<file path="src/rtl/pipelined_cpa_block_if.sv">
`default_nettype none
// ============================================================================
// Module   : pipelined_cpa_block_if
// Purpose  : Operand/result handshake bundle for pipelined_cpa_block.
//            Upstream side offers operand beats (in_valid/in_ready) and the
//            downstream side drains results (out_valid/out_ready).
// Ports    : in_valid, in_ready, a, b, sub, cin   - operand beat
//            out_valid, out_ready, sum, cout, ovf - result beat
// Modports : master - the surrounding logic (drives operands, out_ready)
//            slave  - the adder block itself
// Revision : 1.0 - initial release
// ============================================================================
interface pipelined_cpa_block_if #(
  parameter int N = 40
);
  logic         in_valid;
  logic         in_ready;
  logic [N-1:0] a;
  logic [N-1:0] b;
  logic         sub;
  logic         cin;
  logic         out_valid;
  logic         out_ready;
  logic [N-1:0] sum;
  logic         cout;
  logic         ovf;

  modport master (
    output in_valid, a, b, sub, cin, out_ready,
    input  in_ready, out_valid, sum, cout, ovf
  );

  modport slave (
    input  in_valid, a, b, sub, cin, out_ready,
    output in_ready, out_valid, sum, cout, ovf
  );
endinterface
`default_nettype wire

</file>
<file path="src/rtl/pipelined_cpa_block.sv">
`default_nettype none
// ============================================================================
// Module   : pipelined_cpa_block
// Purpose  : Pipelined carry-propagate adder/subtractor. Computes
//            a + (b ^ {N{sub}}) + (cin ^ sub), resolving W bits per stage
//            with SEG-bit carry-lookahead segments chained inside a stage.
//            The carry is registered between stages, so no carry path spans
//            stages. L = N/W register stages; L must be at least 2.
// Params   : N   - operand/result width
//            SEG - bits per lookahead segment (W must be a multiple of SEG)
//            W   - bits resolved per stage (N must be a multiple of W)
// Ports    : clk - clock, rising edge
//            rst - asynchronous active-high reset
//            bus - pipelined_cpa_block_if.slave (operand/result handshake)
// Config   : PIPELINED_CPA_SATURATE_EN - when defined, sum saturates toward
//            the sign of a on signed overflow; ovf/cout unchanged.
// Revision : 1.0 - initial release
// ============================================================================
module pipelined_cpa_block #(
  parameter int N   = 40,
  parameter int SEG = 4,
  parameter int W   = 8
) (
  input  wire logic               clk,
  input  wire logic               rst,
  pipelined_cpa_block_if.slave    bus
);

  localparam int L    = N / W;
  localparam int NSEG = W / SEG;

  // --------------------------------------------------------------------------
  // One W-bit slice. Inside each segment every carry is a flat
  // generate/propagate lookahead term from the segment carry-in; segments
  // chain through their carry-out. Returns {carry_into_top, cout, sum}.
  // --------------------------------------------------------------------------
  function automatic logic [W+1:0] f_slice_add(
    input logic [W-1:0] x,
    input logic [W-1:0] y,
    input logic         ci
  );
    logic [W-1:0] g;
    logic [W-1:0] p;
    logic [W:0]   c;
    logic         acc;
    logic         term;
    g    = x & y;
    p    = x ^ y;
    c    = '0;
    c[0] = ci;
    for (int s = 0; s < NSEG; s++) begin
      for (int i = 0; i < SEG; i++) begin
        acc = 1'b0;
        for (int j = 0; j <= i; j++) begin
          term = g[s*SEG+j];
          for (int m = j + 1; m <= i; m++) begin
            term = term & p[s*SEG+m];
          end
          acc = acc | term;
        end
        term = c[s*SEG];
        for (int m = 0; m <= i; m++) begin
          term = term & p[s*SEG+m];
        end
        c[s*SEG+i+1] = acc | term;
      end
    end
    return {c[W-1], c[W], p ^ c[W-1:0]};
  endfunction

  // Stage registers. Operand registers exist only for stages that still
  // have a successor; the last stage holds just the resolved result.
  logic [L-1:0]        r_v;
  logic [L-1:0]        r_c;
  logic [L-1:0]        r_cm;
  logic [L-1:0][N-1:0] r_s;
  logic [L-2:0][N-1:0] r_a;
  logic [L-2:0][N-1:0] r_b;

  // Inputs seen by each stage, and what each stage will register.
  logic [L-1:0]        w_src_v;
  logic [L-1:0]        w_src_c;
  logic [L-1:0][N-1:0] w_src_s;
  logic [L-1:0][N-1:0] w_src_a;
  logic [L-1:0][N-1:0] w_src_b;
  logic [L-1:0][N-1:0] w_nx_s;
  logic [L-1:0]        w_nx_c;
  logic [L-1:0]        w_nx_cm;
  logic [W+1:0]        w_slice;
  logic                w_adv;
  logic                w_ovf;

  // Whole pipe moves together; an empty output slot never blocks.
  assign w_adv        = !r_v[L-1] | bus.out_ready;
  assign bus.in_ready = w_adv;

  always_comb begin
    w_src_v    = '0;
    w_src_c    = '0;
    w_src_s    = '0;
    w_src_a    = '0;
    w_src_b    = '0;
    w_src_v[0] = bus.in_valid & w_adv;
    w_src_c[0] = bus.cin ^ bus.sub;
    w_src_a[0] = bus.a;
    w_src_b[0] = bus.b ^ {N{bus.sub}};
    for (int k = 1; k < L; k++) begin
      w_src_v[k] = r_v[k-1];
      w_src_c[k] = r_c[k-1];
      w_src_s[k] = r_s[k-1];
      w_src_a[k] = r_a[k-1];
      w_src_b[k] = r_b[k-1];
    end
  end

  always_comb begin
    w_nx_s  = w_src_s;
    w_nx_c  = '0;
    w_nx_cm = '0;
    w_slice = '0;
    for (int k = 0; k < L; k++) begin
      w_slice = f_slice_add(w_src_a[k][k*W +: W], w_src_b[k][k*W +: W], w_src_c[k]);
      w_nx_s[k][k*W +: W] = w_slice[W-1:0];
      w_nx_c[k]           = w_slice[W];
      w_nx_cm[k]          = w_slice[W+1];
    end
  end

  always_ff @(posedge clk or posedge rst) begin
    if (rst) begin
      r_v  <= '0;
      r_c  <= '0;
      r_cm <= '0;
      r_s  <= '0;
      r_a  <= '0;
      r_b  <= '0;
    end else if (w_adv) begin
      for (int k = 0; k < L; k++) begin
        r_v[k]  <= w_src_v[k];
        r_c[k]  <= w_nx_c[k];
        r_cm[k] <= w_nx_cm[k];
        r_s[k]  <= w_nx_s[k];
      end
      for (int k = 0; k < L - 1; k++) begin
        r_a[k] <= w_src_a[k];
        r_b[k] <= w_src_b[k];
      end
    end
  end

  assign w_ovf         = r_cm[L-1] ^ r_c[L-1];
  assign bus.out_valid = r_v[L-1];
  assign bus.cout      = r_c[L-1];
  assign bus.ovf       = w_ovf;

`ifdef PIPELINED_CPA_SATURATE_EN
  // Sign of a rides alongside the last slice so the clamp direction is known.
  logic r_sign;

  always_ff @(posedge clk or posedge rst) begin
    if (rst) begin
      r_sign <= 1'b0;
    end else if (w_adv) begin
      r_sign <= w_src_a[L-1][N-1];
    end
  end

  assign bus.sum = !w_ovf ? r_s[L-1] :
                   (r_sign ? {1'b1, {(N-1){1'b0}}} : {1'b0, {(N-1){1'b1}}});
`else
  assign bus.sum = r_s[L-1];
`endif

  // Operand bits below a stage's slice are already folded into the sum and
  // the intermediate carry-into-top bits only matter at the last stage.
  logic w_unused;
  assign w_unused = ^{w_src_a, w_src_b, r_cm[L-2:0]};

endmodule
`default_nettype wire

</file>
<file path="src/flat_wrapper.sv">
// flat-port wrapper written by rule: the top's interface ports become plain ports
module pipelined_cpa_block_flat 
#(
  parameter int N   = 40,
  parameter int SEG = 4,
  parameter int W   = 8
)
  (clk, rst, bus_in_valid, bus_a, bus_b, bus_sub, bus_cin, bus_out_ready, bus_in_ready, bus_out_valid, bus_sum, bus_cout, bus_ovf);
  pipelined_cpa_block_if #(.N(N)) bus_i ();
  input  wire logic clk;
  input  wire logic rst;
  input wire logic [$bits(bus_i.in_valid)-1:0] bus_in_valid;
  input wire logic [$bits(bus_i.a)-1:0] bus_a;
  input wire logic [$bits(bus_i.b)-1:0] bus_b;
  input wire logic [$bits(bus_i.sub)-1:0] bus_sub;
  input wire logic [$bits(bus_i.cin)-1:0] bus_cin;
  input wire logic [$bits(bus_i.out_ready)-1:0] bus_out_ready;
  output wire logic [$bits(bus_i.in_ready)-1:0] bus_in_ready;
  output wire logic [$bits(bus_i.out_valid)-1:0] bus_out_valid;
  output wire logic [$bits(bus_i.sum)-1:0] bus_sum;
  output wire logic [$bits(bus_i.cout)-1:0] bus_cout;
  output wire logic [$bits(bus_i.ovf)-1:0] bus_ovf;
  assign bus_i.in_valid = bus_in_valid;
  assign bus_i.a = bus_a;
  assign bus_i.b = bus_b;
  assign bus_i.sub = bus_sub;
  assign bus_i.cin = bus_cin;
  assign bus_i.out_ready = bus_out_ready;
  assign bus_in_ready = bus_i.in_ready;
  assign bus_out_valid = bus_i.out_valid;
  assign bus_sum = bus_i.sum;
  assign bus_cout = bus_i.cout;
  assign bus_ovf = bus_i.ovf;
  pipelined_cpa_block #(.N(N), .SEG(SEG), .W(W)) u_core (.clk(clk), .rst(rst), .bus(bus_i));
endmodule
</file>
<file path="config.mk">
export PLATFORM = sky130hd
export DESIGN_NAME = pipelined_cpa_block_flat
export DESIGN_NICKNAME = d
export VERILOG_FILES = /design/src/rtl/pipelined_cpa_block_if.sv /design/src/rtl/pipelined_cpa_block.sv /design/src/flat_wrapper.sv
export SDC_FILE = /design/constraint.sdc
export NUM_CORES = 1
export LEC_CHECK = 0
export CAP_MARGIN = 25
export CORE_ASPECT_RATIO = 1.2
export CORE_MARGIN = 2
export CORE_UTILIZATION = 60
export CTS_CLUSTER_SIZE = 28
export DETAILED_ROUTE_END_ITERATION = 8
export PLACE_DENSITY = 0.87
export SETUP_SLACK_MARGIN = 0.02
export SLEW_MARGIN = 20
export SYNTH_ARGS = -nofsm -noshare
export SYNTH_HDL_FRONTEND = slang
export SYNTH_SLANG_ARGS = --single-unit
</file>
<file path="constraint.sdc">
create_clock -name clk -period 19.64 [get_ports clk]
set_input_delay 3.928 -clock clk [delete_from_list [all_inputs] [get_ports clk]]
set_output_delay 3.928 -clock clk [all_outputs]
set_load 0.02 [all_outputs]
</file>
==> results.md, run 1 <==
* Initial core utilization at 0.612
* Critical path class: primary input to output pin
* Die Y at roughly 170 um
* Slew Limit Fails at 0
* Sw Ratio at 0.359
* Sequential area share after synthesis at 0.548
* CTS tree: yes
* Syn_nets at around 1600
* Critical Path End Type: output pin
* RSZ-0062 raised after global routing: no
* Netlist cell types at 31
* Post-CTS Resized at 0
* Drc violations at 0
* Synth Cell Area at approximately 13000 um2
* Placed inst area at around 14000 um2
* Total CTS buffers at 28
* R2r startpoint: u_core.r_b[56]$_DFFE_PP0N_
* Fill count at roughly 1600
* Hold Crit Depth at 1
* First-pass GRT wire length at approximately 42000 um
* Initial antenna violation count at 0
* Leak at ~7.7 nW
* DR vias/cell at 5.20
* Utilization after layout at 0.699
* Register share of total power at 0.418
* Critical path arrival at 5.76 ns
* Die area at between 20000 and 25000 um2
* Clock power frac at 0.223
* Yosys warning count at 0
* Site Rows at around 60
* Largest net degree at the start of global routing at roughly 140
* Worst R2R End: u_core.r_c[2]$_DFFE_PP0N_
* Diode count at 0
* Final non-filler cell total at around 1800
* Worst setup SP type: primary input
* Worst slew pin tran at around 0.94 ns
* Global-route usage over all layers at 0.215
* Initial DRC count at ~670
* Post-synthesis register bit count at ~290
* Post-DP HPWL at between 15000 and 20000 um
* Max VDD drop at around 0.15 mV
* Status: complete, no violations
* Internal power at roughly 1.6 mW
* Synthesis-to-finish area growth at 14.2%
* Core Area at between 20000 and 25000 um2
* Comb power frac at 0.359
* Power per standard cell area at between 150 and 200 nW/um2
* Drt pass-1 iters at 5
* Skew final at around 0.012 ns
* Fin Hold WS at 0.457 ns
* Share of layout cells above drive strength 1 at 0.0565
* Post-CTS setup buffers at 0
* Clock root buffer master: clkbuf_16
* Hold crit path type: flop to flop
* Worst-skew pair later-pin latency at ~0.54 ns
* # H-tree levels at 1
* Reg clk slew, reported paths at ~0.060 ns
* Routed wire per std cell at between 10 and 15 um
* Hold bufs inserted after CTS at 0
* Clock tree buffer depth at 3
* Setup slack, reg-to-reg at roughly 17 ns
* # IOs at between 100 and 150
* Sw power at 885 uW
* Post-synthesis cell count at approximately 1400
* Final setup fails at 0
* Critical Path RT at between 15 and 20 ns
* Avg Inst Size Synth at roughly 9.5 um2
* Sum of negative setup slack at 0 ns
* Die W at around 140 um
* Grt ovf at 0
* Crit path time final at 9.69 ns
* Vias in the first global route at between 9000 and 10000
* F_max at between 100 and 150 MHz
* Crit-path max FO at approximately 140
* Total clock sinks at between 200 and 300
* Global placement routability congestion at approximately 0.82
* Crit. Startpoint: bus_out_ready
* Cells on worst reg2reg path at 9
* Layout Nets at about 1600
* Max_cap viols at 0
* Port bufs at between 100 and 150
* Placed cells at around 1700
* Final instance area at between 15000 and 20000 um2
* Via count at approximately 9200
* Fin crit share at 0.493
* Final hold viol count at 0
* Worst setup endpoint: bus_in_ready
* Wirelength, routed at about 24000 um
* Final ANT Viol Nets at 0
* Slew HR at 0.370
-- how the worst min path moves through the flow --
stage,from,end,slack (ns)
2_1_floorplan,u_core.r_v[3]$_DFFE_PP0N_,u_core.r_v[3]$_DFFE_PP0N_,0.43
3_3_place_gp,u_core.r_v[3]$_DFFE_PP0N_,u_core.r_v[4]$_DFFE_PP0N_,0.44
3_5_place_dp,u_core.r_v[3]$_DFFE_PP0N_,u_core.r_v[4]$_DFFE_PP0N_,0.45
4_1_cts,u_core.r_v[3]$_DFFE_PP0N_,u_core.r_v[4]$_DFFE_PP0N_,0.46
5_1_grt,u_core.r_v[3]$_DFFE_PP0N_,u_core.r_v[4]$_DFFE_PP0N_,0.47
6_report,u_core.r_v[3]$_DFFE_PP0N_,u_core.r_v[4]$_DFFE_PP0N_,0.46
-- worst max-delay path, cell delays in order --
cell	delay, ns
clkdlybuf4s50_1	0.50
nor2b_4	0.07
inv_8	0.45
clkdlybuf4s50_1	0.74
-- registers in the layout, indices dropped and copies added, names as in the netlist --
name            flops
u_core.r_s         80
u_core.r_v          5
u_core.r_cm         1
u_core.bus.sum     40
u_core.r_c          5
u_core.r_a         80
u_core.r_b         80
-- layout by cell type, fill, tap and decap left out, types with 3 or more instances in the layout --
master	n
clkbuf_8	4
nor3_1	16
nor2_1	11
inv_1	8
or2_2	3
clkbuf_16	29
xor2_1	12
xnor2_1	40
dfrtp_1	291
o31a_1	5
o211ai_1	5
fa_1	10
bufinv_16	3
nor3b_2	3
nand4_1	3
buf_4	5
nand2b_1	6
ha_1	50
nand2_1	717
a21o_1	7
clkbuf_1	4
a21oi_1	13
o21ai_0	40
clkdlybuf4s50_1	128
o211a_1	5
a211oi_1	3
clkinv_2	7
o21a_1	25
o31ai_2	15
-- stage by stage --
step           total power [mW]  setup slack [ns]
3_5_place_dp               1.91              9.96
3_3_place_gp               1.85              9.96
2_1_floorplan              1.73              7.68
5_1_grt                    2.66              9.87
4_1_cts                    2.47              9.96
6_report                   2.46              9.95
-- layer usage --
| metal | routed length, um | global-route usage | share of wire |
|---|---|---|---|
| met5 | 0 | 0 | 0 |
| met4 | 886 | 0.0861 | 0.036 |
| met3 | 973 | 0.0282 | 0.040 |
| met2 | 11700 | 0.358 | 0.48 |
| met1 | 10800 | 0.290 | 0.44 |
-- kinds of logic after synthesis --
kind of cell,share of synthesized area
buffers and inverters,0.0663
AO/OA/AOI/OAI,0.0656
flip-flops,0.548
AND/OR/NAND/NOR,0.224
adder cells (fa/ha/maj),0.0621
XOR/XNOR,0.0343
-- power by group through the flow --
stage | Combinational, mW | Clock [mW] | Sequential, mW
floorplan | 0.735 | 0 | 0.996
global placement | 0.828 | 0 | 1.02
detailed placement | 0.870 | 0 | 1.04
CTS | 0.882 | 0.560 | 1.03
global route | 1.01 | 0.587 | 1.06
finish | 0.884 | 0.549 | 1.03
-- synth_stat cells --
library cell  number  area [um2]
nand4_1            3        18.8
clkbuf_1           3        11.3
o31ai_2           15         188
o211a_1            5        50.1
nor3b_2            3        37.5
buf_2             27         135
o211ai_1           5        37.5
nor3_1            16        80.1
or2_2              3        18.8
dfrtp_1          291        7280
o21a_1            25         188
and4b_1            2        20.0
xnor2_1           40         350
o21ai_0           40         200
ha_1              50         626
a21oi_1           13        65.1
a21o_1             7        52.6
fa_1              10         200
buf_6             27         304
nand2b_1           6        37.5
and2_1             2        12.5
buf_4             52         390
nor2_1            11        41.3
a211oi_1           3        22.5
nand2_1          717        2690
o31a_1             5        43.8
inv_4              1        6.26
nor2b_4            1        13.8
inv_1              9        33.8
xor2_1            12         105
a211oi_2           2        25.0
-- layout make-up --
cell class | instances | area (um2) | area share
clock buffers | 37 | 796 | 0.0524
clock inverters | 14 | 160 | 0.0106
inverters | 10 | 52.6 | 0.00346
multi-input cells | 996 | 5120 | 0.338
flip-flops and latches | 291 | 7280 | 0.480
well taps | 274 | 343 | 0.0226
repair buffers | 139 | 1420 | 0.0936
Power figures use the tool's default switching activity.
==> run 2, diff against run 1 <==
Settings changed: CORE_UTILIZATION 60 to 57, PLACE_DENSITY 0.87 to 0.84.
Clock period 19.64 ns to 9.75 ns, I/O delays scaled along.
==> run 2 against run 1 <==
Sequential cell count is the same. Die area grew 5.1%. Power grew 100%. Worst setup slack lost 6.5 ns. Critical path depth is the same. Largest power group unchanged.
==> results.md, run 2 (same netlist as run 1, synthesis figures left out) <==
* Status: complete, no violations
* Worst path buffer plus inverter count at 3 (unchanged)
* Utilization after layout at 0.661 (-0.0382)
* Worst Hold Launch: u_core.bus.sum[7]$_DFFE_PP0N_
* Die area at 24600 um2 (+5.1%)
* Most frequent cell on the critical path: clkdlybuf4s50_1
* Critical path arrival at 4.32 ns (-1.44 ns)
* Site Rows at 61 (+3.4%)
* Crit. Startpoint: bus_out_ready
* # IOs at 130 (unchanged)
* Slew HR at 0.392 (+0.0213)
* Vias in the first global route at 8818 (-3.4%)
* Critical-path top delay cell: nor2b_4
* Critical Path RT at 7.80 ns (-7.91 ns)
* Internal power at 3.19 mW (+100%)
* Max_cap viols at 0 (unchanged)
* Hold crit path type: flop to flop
* Crit-path max FO at 151 (+9.4%)
* First-pass GRT wire length at 41200 um (-2.3%)
* Final hold viol count at 0 (unchanged)
* F_max at ~160 MHz
* Critical Path End Type: output pin
* Regs by FF count: u_core.r_a (80), u_core.r_b (80), u_core.r_s (80)
* Hold bufs inserted after CTS at 0 (unchanged)
* Initial antenna violation count at 0 (unchanged)
* Power per standard cell area at 325 nW/um2 (+100%)
* Commonest cells after routing, fill and taps aside: nand2_1, dfrtp_1, clkdlybuf4s50_1
* Final ANT Viol Nets at 0 (unchanged)
* Clock root buffer master: clkbuf_16
* CP top delay family: buffers and inverters
* Crit path time final at between 6 and 7 ns
* Post-CTS Resized at 0 (unchanged)
* Clock power frac at 0.226 (+0.003)
* Final setup fails at 0 (unchanged)
* Grt ovf at 0 (unchanged)
* Sw Ratio at 0.356 (-0.00375)
* DR vias/cell at 5.01 (-3.7%)
* Total clock sinks at 291 (unchanged)
* Clock tree buffer depth at 3 (unchanged)
* Largest net degree at the start of global routing at 152 (+9.4%)
* Skew final at 0.0156 ns (+0.00314 ns)
* Largest stage delay, worst path at 0.71 ns (-0.03 ns)
* Routed wire per std cell at 13.3 um (-3.6%)
* Die W at 143 um (+2.5%)
* Synthesis-to-finish area growth at 14.7%
* Post-DP HPWL at 15500 um (+0.73%)
* Pre-CTS setup slack at 3.51 ns (-6.45 ns)
* # H-tree levels at 1 (unchanged)
* CTS tree: yes
* Total CTS buffers at 28 (unchanged)
* Wirelength, routed at 24100 um (-1.2%)
* Sw power at 1.76 mW (+99%)
* Worst-skew pair later-pin latency at 0.53 ns (about the same)
* R2r startpoint: u_core.r_v[4]$_DFFE_PP0N_
* Global-route usage over all layers at 0.204 (-0.0114)
* Global placement routability congestion at 0.799 (-2.2%)
* Worst Slack Setup Final at 3.48 ns (-6.47 ns)
* Max VDD drop at 0.168 mV (+12%)
* Drt pass-1 iters at 5 (unchanged)
* Post-CTS setup buffers at 0 (unchanged)
* Drc violations at 0 (unchanged)
* Crit-path cells: clkdlybuf4s50_1 -> nor2b_4 -> inv_8 -> clkdlybuf4s50_1
* Initial DRC count at 461 (-31%)
* Commonest non-fill, non-tap cell in the layout: nand2_1
* Setup slack, reg-to-reg at 6.69 ns (-10.20 ns)
* Reg clk slew, reported paths at 0.06 ns (about the same)
* Register share of total power at 0.420 (+0.002)
* Diode count at 0 (unchanged)
* Share of layout cells above drive strength 1 at 0.0578 (+0.00127)
* Worst slew pin tran at 0.913 ns (-0.0320 ns)
* Comb power frac at 0.354 (-0.005)
* Cells on worst reg2reg path at 4 (-5)
* Via count at 9030 (-1.3%)
* Fin crit share at 0.643
* RSZ-0062 raised after global routing: no
* Worst R2R End: u_core.bus.sum[33]$_DFFE_PP0N_
* Die Y at 171 um (+2.5%)
* Hold Crit Depth at 2 (+1)
* Worst setup SP type: primary input
* Layout Nets at 1613 (+0.062%)
* Port bufs at 129 (unchanged)
* Hold Crit Endpoint: u_core.bus.sum[7]$_DFFE_PP0N_
* Initial core utilization at 0.576 (-0.0358)
* Sum of negative setup slack at 0 ns (unchanged)
* Slew Limit Fails at 0 (unchanged)
* Leak at 7.66 nW (about the same)
* Critical path class: primary input to output pin
* Core Area at 23000 um2 (+6.2%)
-- run 2: layout make-up --
cell class	instances	area [um2]
fillers	1844	7810
flip-flops and latches	291	7280
multi-input cells	996	5120
repair buffers	140	1420
clock buffers	40	837
well taps	315	394
clock inverters	12	138
inverters	10	48.8
-- run 2: power groups by stage --
stage	registers (mW)	logic, mW	clock network, mW
after floorplan	2.01	1.48	0
after global placement	2.07	1.67	0
after detailed placement	2.09	1.75	0
after CTS	2.08	1.77	1.14
after global routing	2.14	2.01	1.19
final	2.08	1.75	1.12
-- run 2: how the worst max path moves through the flow --
stage / endpoint / slack [ns] / cells after the start
6_report: bus_in_ready / 3.48 / 4
5_1_grt: bus_in_ready / 3.28 / 4
4_1_cts: bus_in_ready / 3.51 / 4
3_5_place_dp: bus_in_ready / 3.51 / 4
3_3_place_gp: bus_in_ready / 3.53 / 4
2_1_floorplan: u_core.bus.sum[0]$_DFFE_PP0N_ / 3.94 / 1
-- run 2: worst reg2reg max path, stage by stage, from the launching register on --
cell	delay (ns)
dfrtp_1	0.37
nor2b_4	0.74
buf_6	0.71
buf_4	0.81
o21ai_0	0.25
-- run 2: layer usage --
metal  share of wire  track usage  vias up  routed length (um)
met1            0.45        0.283     4268               10700
met2            0.48        0.335      197               11700
met5               0            0        -                   0
li1                -            -     4518                   -
met3           0.035       0.0228       47                 850
met4           0.033       0.0725        0                 801
-- run 2: stage by stage --
stage	std cells	instance area, um2	power, mW	hold WS, ns
global route	1804	15200	5.34	0.482
global placement	1750	14200	3.73	0.449
floorplan	1406	13300	3.49	0.430
finish	1804	15200	4.95	0.463
detailed placement	1750	14200	3.84	0.455
CTS	1802	15200	4.99	0.468
==> run 3, diff against run 2 <==
Clock period 9.75 ns to 5.9 ns, I/O delays scaled along.
==> run 3 against run 2 <==
First-iteration DRC count up 3.5%. Clock skew rose by 0.0032 ns. Count of clock-buffer cells in the layout fell by 3. Final cell count decreased by 0.33%. Largest cell class unchanged. Highest routed layer unchanged.
==> results.md, run 3 (same netlist as run 1, synthesis figures left out) <==
* Status: complete, no violations
* Fin crit share at 0.676
* Drc violations at 0 (unchanged)
* Worst-skew pair later-pin latency at 0.53 ns (about the same)
* Total clock sinks at 291 (unchanged)
* Hold crit path type: flop to flop
* # H-tree levels at 1 (unchanged)
* Max VDD drop at 0.482 mV (+190%)
* Post-CTS Resized at 0 (unchanged)
* Sw power at 2.91 mW (+66%)
* Wirelength, routed at 24500 um (+1.8%)
* Final setup fails at 0 (unchanged)
* Slew Limit Fails at 0 (unchanged)
* Post-DP HPWL at 15500 um (+0.30%)
* First-pass GRT wire length at 41500 um (+0.67%)
* Clock root buffer master: clkbuf_16
* Initial core utilization at 0.576 (unchanged)
* Comb power frac at 0.354 (about the same)
* Critical Path End Type: output pin
* Via count at 9101 (+0.79%)
* Power per standard cell area at 541 nW/um2 (+67%)
* Port bufs at 129 (unchanged)
* Diode count at 0 (unchanged)
* Skew final at 0.0188 ns (+0.00321 ns)
* Worst slew pin tran at 0.990 ns (+0.0779 ns)
* Reg clk slew, reported paths at 0.07 ns (about the same)
* Worst setup SP type: primary input
* F_max at 251 MHz
* Sw Ratio at 0.354 (-0.00126)
* Die W at 143 um (unchanged)
* Grt ovf at 0 (unchanged)
* Largest net degree at the start of global routing at 248 (+63%)
* Register share of total power at 0.417 (-0.003)
* Leak at 7.64 nW (-0.36%)
* Vias in the first global route at 8817 (-0.011%)
* PnR Total Power at 8.23 mW (+66%)
* Clock power frac at 0.230 (+0.004)
* Layout Nets at 1609 (-0.25%)
* RSZ-0062 raised after global routing: no
* Final instance area at 15200 um2 (-0.19%)
* Commonest cells after routing, fill and taps aside: nand2_1, dfrtp_1, clkdlybuf4s50_1
* DR vias/cell at 5.06 (+1.1%)
* Total CTS buffers at 27 (-3.6%)
* Critical path arrival at 2.81 ns (-1.51 ns)
* Pre-CTS setup slack at 1.90 ns (-1.61 ns)
* Share of layout cells above drive strength 1 at 0.0553 (-0.00246)
* Routed wire per std cell at 13.6 um (+2.1%)
* Global-route usage over all layers at 0.207 (+0.00303)
* Slew HR at 0.340 (-0.0519)
* Crit-path max FO at 87 (-42%)
* Synthesis-to-finish area growth at 14.5%
* Regs by FF count: u_core.r_a (80), u_core.r_b (80), u_core.r_s (80)
* Fin Hold WS at 0.459 ns (-0.00427 ns)
* Hold bufs inserted after CTS at 0 (unchanged)
* Commonest non-fill, non-tap cell in the layout: nand2_1
* Global placement routability congestion at 0.849 (+6.3%)
* CTS tree: yes
* Worst Slack Setup Final at 1.91 ns (-1.57 ns)
* Initial DRC count at 477 (+3.5%)
* Initial antenna violation count at 0 (unchanged)
* # IOs at 130 (unchanged)
* Critical path class: primary input to output pin
* Clock tree buffer depth at 3 (unchanged)
* Crit path time final at around 4.0 ns
* Sum of negative setup slack at 0 ns (unchanged)
* Max_cap viols at 0 (unchanged)
* Die Y at 171 um (unchanged)
* Core Area at 23000 um2 (unchanged)
* Final hold viol count at 0 (unchanged)
* Critical Path RT at 4.72 ns (-3.08 ns)
* Placed inst area at 14200 um2 (+0.12%)
* Die area at 24600 um2 (unchanged)
* Post-CTS setup buffers at 0 (unchanged)
* Internal power at 5.31 mW (+67%)
* Final ANT Viol Nets at 0 (unchanged)
* Site Rows at 61 (unchanged)
* Drt pass-1 iters at 5 (unchanged)
[run 3: cell count changes in the layout (fill, tap and decap cells not counted), moves of 2 or more]
| cell | delta |
|---|---|
| bufinv_16 | +2 |
| clkinv_2 | -5 |
| clkbuf_1 | -2 |
| buf_16 | -2 |
| clkinv_4 | +2 |
| clkbuf_16 | -2 |
| buf_6 | -2 |
| buf_12 | +2 |
[run 3: worst max-delay path, cell delays in order]
cell             delay [ns]
clkdlybuf4s50_1        0.50
nor2b_4                0.07
inv_8                  0.34
clkdlybuf4s50_1        0.70
[run 3: cell type report]
type	instances	area [um2]
timing repair buffer	137	1370
sequential	291	7280
inverter	10	48.8
clock inverter	12	198
tap	315	394
multi-input combinational	996	5120
fill	1852	7840
clock buffer	37	793
[run 3: power by group through the flow]
stage,logic [mW],registers (mW),clock network [mW]
2_1_floorplan,2.45,3.32,0
3_3_place_gp,2.75,3.41,0
3_5_place_dp,2.89,3.45,0
4_1_cts,2.94,3.43,1.93
5_1_grt,3.31,3.53,2.01
6_report,2.91,3.43,1.89
[run 3: path summary, 6_finish.rpt]
check,end,slack (ns),cells after the start,startpoint
max,bus_in_ready,1.91,4,bus_out_ready
min,u_core.r_a[105]$_DFFE_PP0N_,0.46,2,u_core.r_a[65]$_DFFE_PP0N_
max reg2reg,u_core.r_c[2]$_DFFE_PP0N_,3.16,9,u_core.r_b[56]$_DFFE_PP0N_
min reg2reg,u_core.r_a[105]$_DFFE_PP0N_,0.46,2,u_core.r_a[65]$_DFFE_PP0N_
max in group asynchronous,u_core.r_b[71]$_DFFE_PP0N_,3.70,3,rst
min in group asynchronous,u_core.bus.sum[13]$_DFFE_PP0N_,0.99,2,rst
[run 3: through the flow]
step,util,cells
after detailed placement,0.617,1749
final,0.660,1798
after CTS,0.660,1798
after global routing,0.660,1798
after floorplan,-,1406
after global placement,0.617,1749
[run 3: layer usage]
layer,global-route usage,vias to the layer above,share of wire
met5,0,-,0
met4,0.0797,0,0.039
met3,0.0228,63,0.037
met2,0.334,190,0.48
met1,0.290,4329,0.45
li1,-,4519,-
